### src/rtl/tape_out_decoder.sv
// rtl/tape_out_decoder.sv - Oric fast-format tape_out bitstream to byte FIFO decoder.
// Period-classifies rising edges into 1/0/gap symbols, frames start/8 data/parity/stop bytes.
module tape_out_decoder #(
   parameter int CLK_HZ     = 24000000,
   parameter int FIFO_AW    = 4,
   parameter int T_MIN_US   = 150,
   parameter int T_SPLIT_US = 312,
   parameter int T_GAP_US   = 600
) (
   input  logic               clk_sys,
   input  logic               reset_n,
   input  logic               enable,
   input  logic               tape_out,
   input  logic               clear,
   input  logic               fifo_rd,
   output logic [7:0]         fifo_dout,
   output logic               fifo_empty,
   output logic [FIFO_AW:0]   fifo_count,
   output logic [15:0]        byte_cnt,
   output logic               parity_err,
   output logic               overflow,
   output logic               active
);

   localparam int DIV   = CLK_HZ / 1000000;
   localparam int PW    = $clog2(DIV + 1);
   localparam int CW    = $clog2(T_GAP_US + 1);
   localparam int DEPTH = 1 << FIFO_AW;

   typedef enum logic [1:0] {IDLE, DATA, PAR, STOP} state_t;

   logic [2:0]         sync;
   logic [PW-1:0]      pre;
   logic [CW-1:0]      per;
   logic               rise, tick, accept;
   logic               sym_vld, sym_val, gap_vld;
   state_t             state, state_n;
   logic [7:0]         shreg, shreg_n;
   logic [2:0]         idx, idx_n;
   logic               par_bit, par_n, commit, parity_ok;
   logic [FIFO_AW:0]   wr_ptr, rd_ptr;
   logic [7:0]         mem [DEPTH];
   logic               pop, push, full;

   // sync[1:0] is the synchroniser, sync[2] the previous synchronised level
   assign rise   = sync[1] & ~sync[2];
   assign tick   = (pre == PW'(DIV - 1));
   assign accept = rise && (per >= CW'(T_MIN_US));

   always_ff @(posedge clk_sys or negedge reset_n) begin
      if (!reset_n) begin
         sync    <= '0;
         pre     <= '0;
         per     <= '0;
         sym_vld <= 1'b0;
         sym_val <= 1'b0;
         gap_vld <= 1'b0;
      end else begin
         sync    <= {sync[1:0], tape_out};
         sym_vld <= accept && (per < CW'(T_GAP_US));
         sym_val <= per < CW'(T_SPLIT_US);
         // edge on a saturated count, or the count just reaching saturation
         gap_vld <= (accept && (per >= CW'(T_GAP_US))) ||
                    (!accept && tick && (per == CW'(T_GAP_US - 1)));
         if (accept) begin
            pre <= '0;
            per <= '0;
         end else begin
            pre <= tick ? '0 : pre + PW'(1);
            if (tick && (per != CW'(T_GAP_US)))
               per <= per + CW'(1);
         end
      end
   end

   always_ff @(posedge clk_sys or negedge reset_n) begin
      if (!reset_n) begin
         state   <= IDLE;
         shreg   <= '0;
         idx     <= '0;
         par_bit <= 1'b0;
      end else begin
         state   <= state_n;
         shreg   <= shreg_n;
         idx     <= idx_n;
         par_bit <= par_n;
      end
   end

   always_comb begin
      state_n = state;
      shreg_n = shreg;
      idx_n   = idx;
      par_n   = par_bit;
      commit  = 1'b0;
      if (!enable || gap_vld) begin
         state_n = IDLE;
      end else if (sym_vld) begin
         case (state)
            IDLE: if (!sym_val) begin
               state_n = DATA;
               idx_n   = '0;
            end
            DATA: begin
               shreg_n = {sym_val, shreg[7:1]};
               idx_n   = idx + 3'd1;
               if (idx == 3'd7)
                  state_n = PAR;
            end
            PAR: begin
               par_n   = sym_val;
               state_n = STOP;
            end
            STOP: begin
               commit  = sym_val;
               state_n = IDLE;
            end
            default: state_n = IDLE;
         endcase
      end
   end

   assign active     = (state != IDLE);
   assign parity_ok  = ^{shreg, par_bit};
   assign fifo_count = wr_ptr - rd_ptr;
   assign fifo_empty = (wr_ptr == rd_ptr);
   assign full       = (fifo_count == (FIFO_AW + 1)'(DEPTH));
   assign pop        = fifo_rd && !fifo_empty;
   // a same-cycle pop frees the slot, so a full FIFO still accepts the byte
   assign push       = commit && (!full || pop);
   assign fifo_dout  = fifo_empty ? 8'h00 : mem[rd_ptr[FIFO_AW-1:0]];

   always_ff @(posedge clk_sys or negedge reset_n) begin
      if (!reset_n) begin
         wr_ptr     <= '0;
         rd_ptr     <= '0;
         byte_cnt   <= '0;
         parity_err <= 1'b0;
         overflow   <= 1'b0;
      end else if (clear) begin
         wr_ptr     <= '0;
         rd_ptr     <= '0;
         byte_cnt   <= '0;
         parity_err <= 1'b0;
         overflow   <= 1'b0;
      end else begin
         if (pop)
            rd_ptr <= rd_ptr + 1'b1;
         if (push)
            wr_ptr <= wr_ptr + 1'b1;
         if (commit) begin
            byte_cnt <= byte_cnt + 16'd1;
            if (!parity_ok)
               parity_err <= 1'b1;
            if (!push)
               overflow <= 1'b1;
         end
      end
   end

   always_ff @(posedge clk_sys) begin
      if (push && !clear)
         mem[wr_ptr[FIFO_AW-1:0]] <= shreg;
   end

endmodule

### config.mk
export PLATFORM = sky130hd
export DESIGN_NAME = tape_out_decoder
export DESIGN_NICKNAME = d
export VERILOG_FILES = /design/src/rtl/tape_out_decoder.sv
export SDC_FILE = /design/constraint.sdc
export NUM_CORES = 1
export LEC_CHECK = 0
export BUFFER_PORTS_ARGS = -buffer_cell sky130_fd_sc_hd__buf_2
export CAP_MARGIN = 20
export CORE_MARGIN = 4
export CORE_UTILIZATION = 45
export CTS_CLUSTER_SIZE = 40
export DETAILED_ROUTE_END_ITERATION = 7
export GPL_TIMING_DRIVEN = 0
export PLACE_DENSITY_LB_ADDON = 0.1
export SKIP_CTS_REPAIR_TIMING = 1
export SLEW_MARGIN = 15
export SYNTH_ARGS = -nofsm -noshare
export SYNTH_HDL_FRONTEND = slang
export SYNTH_SLANG_ARGS = --single-unit
### constraint.sdc
create_clock -name clk_sys -period 4.7 [get_ports clk_sys]
set_input_delay 0.47 -clock clk_sys [delete_from_list [all_inputs] [get_ports clk_sys]]
set_output_delay 0.47 -clock clk_sys [all_outputs]
set_load 0.1 [all_outputs]
# After elaboration in Yosys (flattened, before gate mapping)
# Memory sizes are Yosys's and may differ from the RTL's.
# Index checks and enable logic that the tools add are counted.
[totals]
elab_cells = 105
ram_bits = 128
ff_bits = 63
memories = 1
[mem_list]
columns = ["memory", "words", "word_bits", "read_ports", "rd_clocked_by_memory_dff", "write_ports", "line", "rtl"]
rows = [
  ["mem", 16, 8, 1, 0, 1, "42", "logic [7:0] mem [DEPTH];"],
]
[classes]
mux = 29
eq_ne = 14
bitwise_logic = 3
order_cmp = 4
addsub = 7
n_reduce_logical = 32
[op_table]
columns = ["operator", "count"]
rows = [
  ["$mux W16", 2],
  ["$mux W5", 6],
  ["$mux W10", 2],
  ["$add A16 B1 Y16 const B", 1],
  ["$add A5 B1 Y5 const B", 3],
  ["$reduce_bool A2 Y1", 7],
  ["$mux W1", 11],
  ["$add A10 B1 Y10 const B", 1],
  ["$eq A10 B10 Y1 const B", 1],
  ["$eq A5 B5 Y1 const B", 2],
  ["$ge A10 B10 Y1 const B", 1],
  ["$ge A10 B8 Y1 const B", 1],
  ["$lt A10 B10 Y1 const B", 1],
  ["$lt A10 B9 Y1 const B", 1],
  ["$ne A10 B10 Y1 const B", 1],
  ["$logic_and A1 B1 Y1", 9],
  ["$reduce_and A3 Y1", 3],
  ["$reduce_xor A9 Y1", 1],
  ["$mux W2", 4],
  ["$mux W8", 1],
  ["$pmux W2 S4", 1],
  ["$ne A2 B2 Y1 const B", 3],
  ["$ne A3 B3 Y1 const B", 2],
  ["$pmux W3 S2", 1],
  ["14 further kinds", 23],
]

# Depth between registers and ports, before layout
# Gate-level depths: netlist of run 1.
[depth]
word_depth = 8
ltp_mapped = 11
ltp_nobuf = 9

# Worst setup path before layout of run 1
# OpenSTA, ideal clock, no wires.
[synth_timing]
path_kind = "register to output"
from = "register rd_ptr[1]"
to = "output port fifo_dout[0]"
path_stages_with_launch = 8
n_path_buf = 2
arrival_ps = 4038
setup_slack_ps = 192
cell_sequence = "dfrtp_1 clkbuf_1 clkbuf_1 inv_1 ha_1 nand4_1 nor2_1 nor2b_1"
[synth_between]
elab_chain_len = 2
[synth_rtl]
columns = ["element", "line", "rtl"]
rows = [
  ["from (decl)", "41", "logic [FIFO_AW:0] wr_ptr, rd_ptr;"],
  ["from (signal assigned)", "148", "rd_ptr <= rd_ptr + 1'b1;"],
  ["$eq A5 B5 Y1", "126", "assign fifo_empty = (wr_ptr == rd_ptr);"],
  ["named net fifo_empty", "17", "output logic fifo_empty,"],
  ["$mux W8", "131", "assign fifo_dout = fifo_empty ? 8'h00 : mem[rd_ptr[FIFO_AW-1:0]];"],
  ["to (decl)", "16", "output logic [7:0] fifo_dout,"],
]
# The timed path passes the listed nets, and every way through them passes these cells.

# Final worst setup path of run 1
[layout_timing]
from = "register rd_ptr[1]"
to = "output port fifo_empty"
[layout_between]
elab_chain_len = 1
[layout_rtl]
columns = ["element", "line"]
rows = [
  ["$eq A5 B5 Y1", "126"],
  ["to (decl)", "17"],
]
# No other way between the ends.

==> metrics.csv, run 1 <==
metric,value,unit
status,"complete, no violations",
yosysSeqAreaShare,65.4,%
routed_wl,16400,µm
syn_area,8290,µm²
path_class,flip-flop to primary output,
fin_hold_ws,103,ps
clk_pin_slew,80,ps
crit_chain,clkbuf_1 -> clkbuf_1 -> inv_1 -> ha_1 -> nand4_1 -> nor2_1 -> buf_2,
rows,49,
grt_use_total,17.1,%
worstSetupStartpointType,flip-flop,
synth_ff_type,edfxtp_1,
diodes,0,
worstPathArrival,3690,ps
gr-total-overflow,0,
dp.cells,790,
gp_congestion,0.781,
instances_no_fill,822,
hp-class,input port to asynchronous set/reset pin,
rsz0062_at_grt,false,
root_buffer,clkbuf_16,
reg2reg_setup_slack,770,ps
port_buffers,38,
cts_sinks,191,
period_needed,4160,ps
antenna_found_initial,0,
ir_worst_vdd,0.267,mV
syn2layout_area_growth,13.0,%
clock.fmax,0.240,GHz
async_flop_share,33.0,%
total_power,3.26,mW
drt-vias-per-instance,5.49,
dp_hpwl,10900,µm
cts_inserted_buffers,17,
worstPathRequired,4230,ps
critical_path.max_fanout,10,
drv_slew,0,
hold_viol_final,0,
die_h,144,µm
drv_cap,0,
avgSynthCellArea,15.9,µm²
die_w,144,µm
grt_pass1_vias,4745,
final_antenna_net_count,0,
tns,0,ps
drc,0,
yosys_register_bits,191,
max_slew_margin,35.3,%
grt_max_degree,64,
clkLatencyLatePin,430,ps
drive_above_1_share,23.1,%
num_vias,4512,
fin_skew,13.3,ps
clockBufferDepth,2,
grt_pass1_wl,26400,µm
worst_pin_slew,967,ps
dieArea,20700,µm²
cts_tree,done,
synth_nets,549,
slowest_stage,nor2_1,
wire_per_inst,19.9,µm
h-tree-depth,4,
yosysWarnings,0,
crit_path_end_kind,primary output,
syn_inst,523,
finalSetupViolCount,0,
yosysUniqueCellTypes,49,
p_per_area,348,nW/µm²
post-route-period-util,88.5,%
leakagePower,3.94,nW
first_iter_violations,172,
crit_path_frequent_cell,clkbuf_1,
core_region_area,18000,µm²
io_pins,39,
slowest_delay,760,ps
start_util,46.0,%
nets,606,
synth-edff-count,128,
dr.pass1.iters,4,
[cells in the final DEF, fill, tap and decap left out, types with 4 or more instances in the layout]
| master | count |
|---|---|
| and3_1 | 9 |
| nand4_1 | 10 |
| inv_6 | 4 |
| or3_1 | 5 |
| mux4_2 | 40 |
| ha_1 | 19 |
| nand2_1 | 17 |
| nor2b_1 | 12 |
| nand3_1 | 14 |
| clkbuf_16 | 17 |
| mux2_2 | 9 |
| nor3_1 | 4 |
| and4_1 | 10 |
| nor2_1 | 38 |
| xnor2_1 | 16 |
| dfrtp_1 | 63 |
| o21ai_0 | 13 |
| edfxtp_1 | 128 |
| inv_1 | 17 |
| a21oi_1 | 15 |
| xor2_1 | 19 |
| buf_2 | 44 |
| clkbuf_1 | 12 |
| and4b_1 | 8 |
[routing by layer]
layer	part of all wire (%)	GRT usage [%]	routed length [µm]
met1	47	23.7	7690
met3	2.4	3.16	400
met5	0	0	0
met4	0.73	4.46	120
met2	50	28.3	8160
[worst max-delay path, delay by kind of cell (launching register included)]
kind	cells	cell delay [ps]
fa+ha+maj	1	320
flops	1	410
buf+inv	4	1620
simple gates	2	900
[final cells by class]
type / count / area, µm²
plain buffers: 21 / 96.3
clock inverters: 15 / 176
repair buffers: 38 / 193
inverters: 18 / 67.6
well taps: 229 / 287
fillers: 1544 / 8650
clock buffers: 17 / 425
multi-input cells: 293 / 2710
flip-flops and latches: 191 / 5420
[where the power goes]
group / total (mW) / leakage, nW / internal, mW / switching (mW)
Sequential: 1.78 / 2.33 / 1.78 / 0.000418
Clock: 1.46 / 0.297 / 0.804 / 0.657
Combinational: 0.0194 / 1.31 / 0.00270 / 0.0167
[Yosys cell counts, types with 2 or more instances]
library cell    n  area share (%)
edfxtp_1      128              46
dfrtp_1        63              19
mux4_2         40              11
nor2_1         38             1.7
ha_1           19             2.9
xor2_1         19             2.0
inv_1          17            0.77
nand2_1        17            0.77
xnor2_1        16             1.7
a21oi_1        15            0.91
nand3_1        14            0.85
o21ai_0        13            0.78
clkbuf_1       12            0.54
nor2b_1        12            0.91
and4_1         10             1.1
nand4_1        10            0.75
and3_1          9            0.68
mux2_2          9             1.2
and4b_1         8            0.97
buf_2           7            0.42
or3_1           5            0.38
nor3_1          4            0.24
a211oi_1        3            0.27
and2_1          3            0.23
mux2i_1         3            0.36
a21boi_0        2            0.18
nand2b_1        2            0.15
nor4b_4         2            0.57
o31ai_1         2            0.18
or3_2           2            0.18
[through the flow]
| stage | utilization, % | instance area, µm² | setup WS, ps |
|---|---|---|---|
| floorplan | - | 8290 | 192 |
| global placement | 48.6 | 8770 | 806 |
| detailed placement | 48.7 | 8770 | 765 |
| CTS | 52.0 | 9370 | 452 |
| global route | 52.0 | 9370 | 305 |
| finish | 52.0 | 9370 | 538 |
[flip-flops by register name, indices dropped and copies added (netlist names), 2 cells and up]
| signal | count |
|---|---|
| state | 2 |
| mem | 128 |
| sync | 3 |
| per | 10 |
| shreg | 8 |
| wr_ptr | 5 |
| idx | 3 |
| rd_ptr | 5 |
| byte_cnt | 16 |
| pre | 5 |
[worst paths after layout]
check	to	cells past startpoint	startpoint
min reg2reg	sync[1]$_DFF_PN0_	0	sync[0]$_DFF_PN0_
max	fifo_empty	7	rd_ptr[1]$_DFFE_PN0P_
max in group asynchronous	gap_vld$_DFF_PN0_	1	reset_n
max reg2reg	mem[7][4]$_DFFE_PP_	11	rd_ptr[1]$_DFFE_PN0P_
min	rd_ptr[1]$_DFFE_PN0P_	1	reset_n
min in group clk_sys	sync[0]$_DFF_PN0_	1	tape_out
[cell families (layout without fill, tap and decap cells)]
| family | after synthesis | after routing | share of synthesized area [%] |
|---|---|---|---|
| flip-flops | 191 | 191 | 65.4 |
| AND/OR/NAND/NOR | 145 | 145 | 10.4 |
| multiplexers | 52 | 52 | 12.4 |
| AO/OA/AOI/OAI | 40 | 40 | 2.81 |
| buffers and inverters | 39 | 109 | 1.98 |
| XOR/XNOR | 36 | 36 | 3.89 |
| adder cells (fa/ha/maj) | 20 | 20 | 3.11 |
(Power assumes the default switching activity.)
==> run 2: changes to the inputs <==
Settings changed: BUFFER_PORTS_ARGS -buffer_cell sky130_fd_sc_hd__buf_2 to -buffer_cell sky130_fd_sc_hd__clkbuf_2, CORE_UTILIZATION 45 to 50, GPL_TIMING_DRIVEN 0 to not set.
==> run 2 against run 1 <==
Effect of this change: sequential share of layout area rose by 0.73 points; setup slack improved by 590 ps; hold slack improved by 53 ps; critical path type unchanged; global-route usage rose by 2.9 points; clock power fell by 5%; die area fell by 9.5%; clock skew fell by 5.7 ps; sequential cell count did not move.
==> metrics.csv, run 2 (same netlist as run 1, synthesis figures left out) <==
metric,value,unit,change
dieArea,18700,µm²,-9.5%
wire_per_inst,22.0,µm,+11%
critical_path.max_fanout,19,,+9
clk_pin_slew,60,ps,-20 ps
dp_hpwl,11500,µm,+5.6%
nets,589,,-2.8%
diodes,0,,unchanged
drv_cap,0,,unchanged
hold_viol_final,0,,unchanged
final_antenna_net_count,0,,unchanged
start_util,51.6,%,+5.6 points
antenna_found_initial,0,,unchanged
top_usage_layer,met2,,
dp.cells,760,,-3.8%
grt_use_total,20.0,%,+2.9 points
instances_no_fill,792,,-3.6%
use_met1,26.6,%,+2.9 points
drt-vias-per-instance,5.73,,+4.4%
cts_inserted_buffers,17,,unchanged
tns,0,ps,unchanged
fin_hold_ws,157,ps,+53.3 ps
num_vias,4538,,+0.58%
post-route-period-util,76.1,%,-12 points
ir_worst_vdd,0.280,mV,+4.7%
largest_register_ffs,128,,unchanged
clockBufferDepth,2,,unchanged
hp-class,input port to flip-flop,,
fill_cells,1261,,-18%
clock.fmax,0.280,GHz,+16%
fin_skew,7.58,ps,-5.74 ps
drc,0,,unchanged
cts_tree,done,,
io_pins,39,,unchanged
layout_commonest_cell,edfxtp_1,,
die_w,137,µm,-4.8%
grtUsageMet3,4.49,%,+1.3 points
grt_pass1_vias,4729,,-0.34%
drv_slew,0,,unchanged
path_class,flip-flop to primary output,,
root_buffer,clkbuf_16,,
status,"complete, no violations",,
die_h,137,µm,-4.8%
drive_above_1_share,22.6,%,-0.53 points
final_cell_mix,"128 x edfxtp_1, 62 x dfrtp_1, 40 x mux4_2",,
first_iter_violations,266,,+55%
rsz0062_at_grt,false,,
reg2reg_setup_slack,1380,ps,+610 ps
worst_pin_slew,854,ps,-113 ps
core_region_area,16100,µm²,-11%
gr-total-overflow,0,,unchanged
syn2layout_area_growth,11.6,%,
finalSetupViolCount,0,,unchanged
worstPathRequired,4230,ps,about the same
grt_pass1_wl,27300,µm,+3.1%
use_met2,33.2,%,+5.0 points
clkLatencyLatePin,420,ps,about the same
h-tree-depth,4,,unchanged
cts_sinks,191,,unchanged
routed_wl,17500,µm,+6.6%
p_per_area,343,nW/µm²,-1.2%
max_slew_margin,43.1,%,+7.8 points
rows,46,,-6.1%
grt_max_degree,64,,unchanged
worstSetupStartpointType,flip-flop,,
gp_congestion,0.870,,+11%
period_needed,3580,ps,-586 ps
crit_path_end_kind,primary output,,
worstPathArrival,3110,ps,-580 ps
port_buffers,38,,unchanged
leakagePower,3.83,nW,-2.7%
dr.pass1.iters,5,,+1
run 2: changes by cell type in the layout (fill, tap and decap cells not counted), moves of 2 or more:
| cell | previous run | this run |
|---|---|---|
| clkinvlp_4 | 1 | 5 |
| buf_4 | 1 | 4 |
| inv_6 | 4 | 2 |
| clkbuf_2 | 1 | 37 |
| inv_8 | 3 | 0 |
| clkinv_1 | 0 | 2 |
| buf_2 | 44 | 1 |
| clkbuf_1 | 12 | 1 |
run 2: layout make-up:
cell class / count / area, µm² / share of cell area, %
Tap cell: 216 / 270 / 2.92
Sequential cell: 191 / 5420 / 58.6
Inverter: 18 / 67.6 / 0.730
Timing Repair Buffer: 42 / 220 / 2.38
Multi-Input combinational cell: 293 / 2710 / 29.2
Clock buffer: 18 / 429 / 4.64
Clock inverter: 14 / 141 / 1.53
run 2: path summary, 6_finish.rpt:
check                                      start                      end  depth (start not counted)
min in group asynchronous                reset_n  byte_cnt[8]$_DFFE_PN0P_                          2
max in group asynchronous                reset_n    rd_ptr[0]$_DFFE_PN0P_                          2
setup / recovery           rd_ptr[1]$_DFFE_PN0P_             fifo_dout[4]                          5
hold reg to reg                sync[0]$_DFF_PN0_        sync[1]$_DFF_PN0_                          0
hold / removal                          tape_out        sync[0]$_DFF_PN0_                          1
setup reg to reg           rd_ptr[1]$_DFFE_PN0P_      mem[1][4]$_DFFE_PP_                          9
run 2: per-stage QoR:
step                total power [mW]  setup WS (ps)  util (%)  instance area (µm²)
floorplan                       1.82            192         -                 8290
global placement                1.83           1520      54.1                 8690
detailed placement              1.83           1400      54.1                 8690
CTS                             3.21           1090      57.7                 9260
global route                    3.29            944      57.7                 9260
finish                          3.18           1120      57.7                 9260
run 2: power by group:
part	internal, mW	switching [mW]
clock network	0.781	0.599
logic	0.00248	0.0167
registers	1.78	0.000405
run 2: metal layers:
| layer | vias to the layer above | routed length [µm] |
|---|---|---|
| met5 | - | 0 |
| met4 | 0 | 259 |
| met3 | 22 | 912 |
| met2 | 132 | 8980 |
| met1 | 2313 | 7300 |
| li1 | 2071 | - |
run 2: critical path, cell delays in order (launching register included):
cell and delay [ps]:
dfrtp_1 860, buf_4 400, mux4_2 350, mux4_2 470, nor2b_1 170, clkbuf_2 420
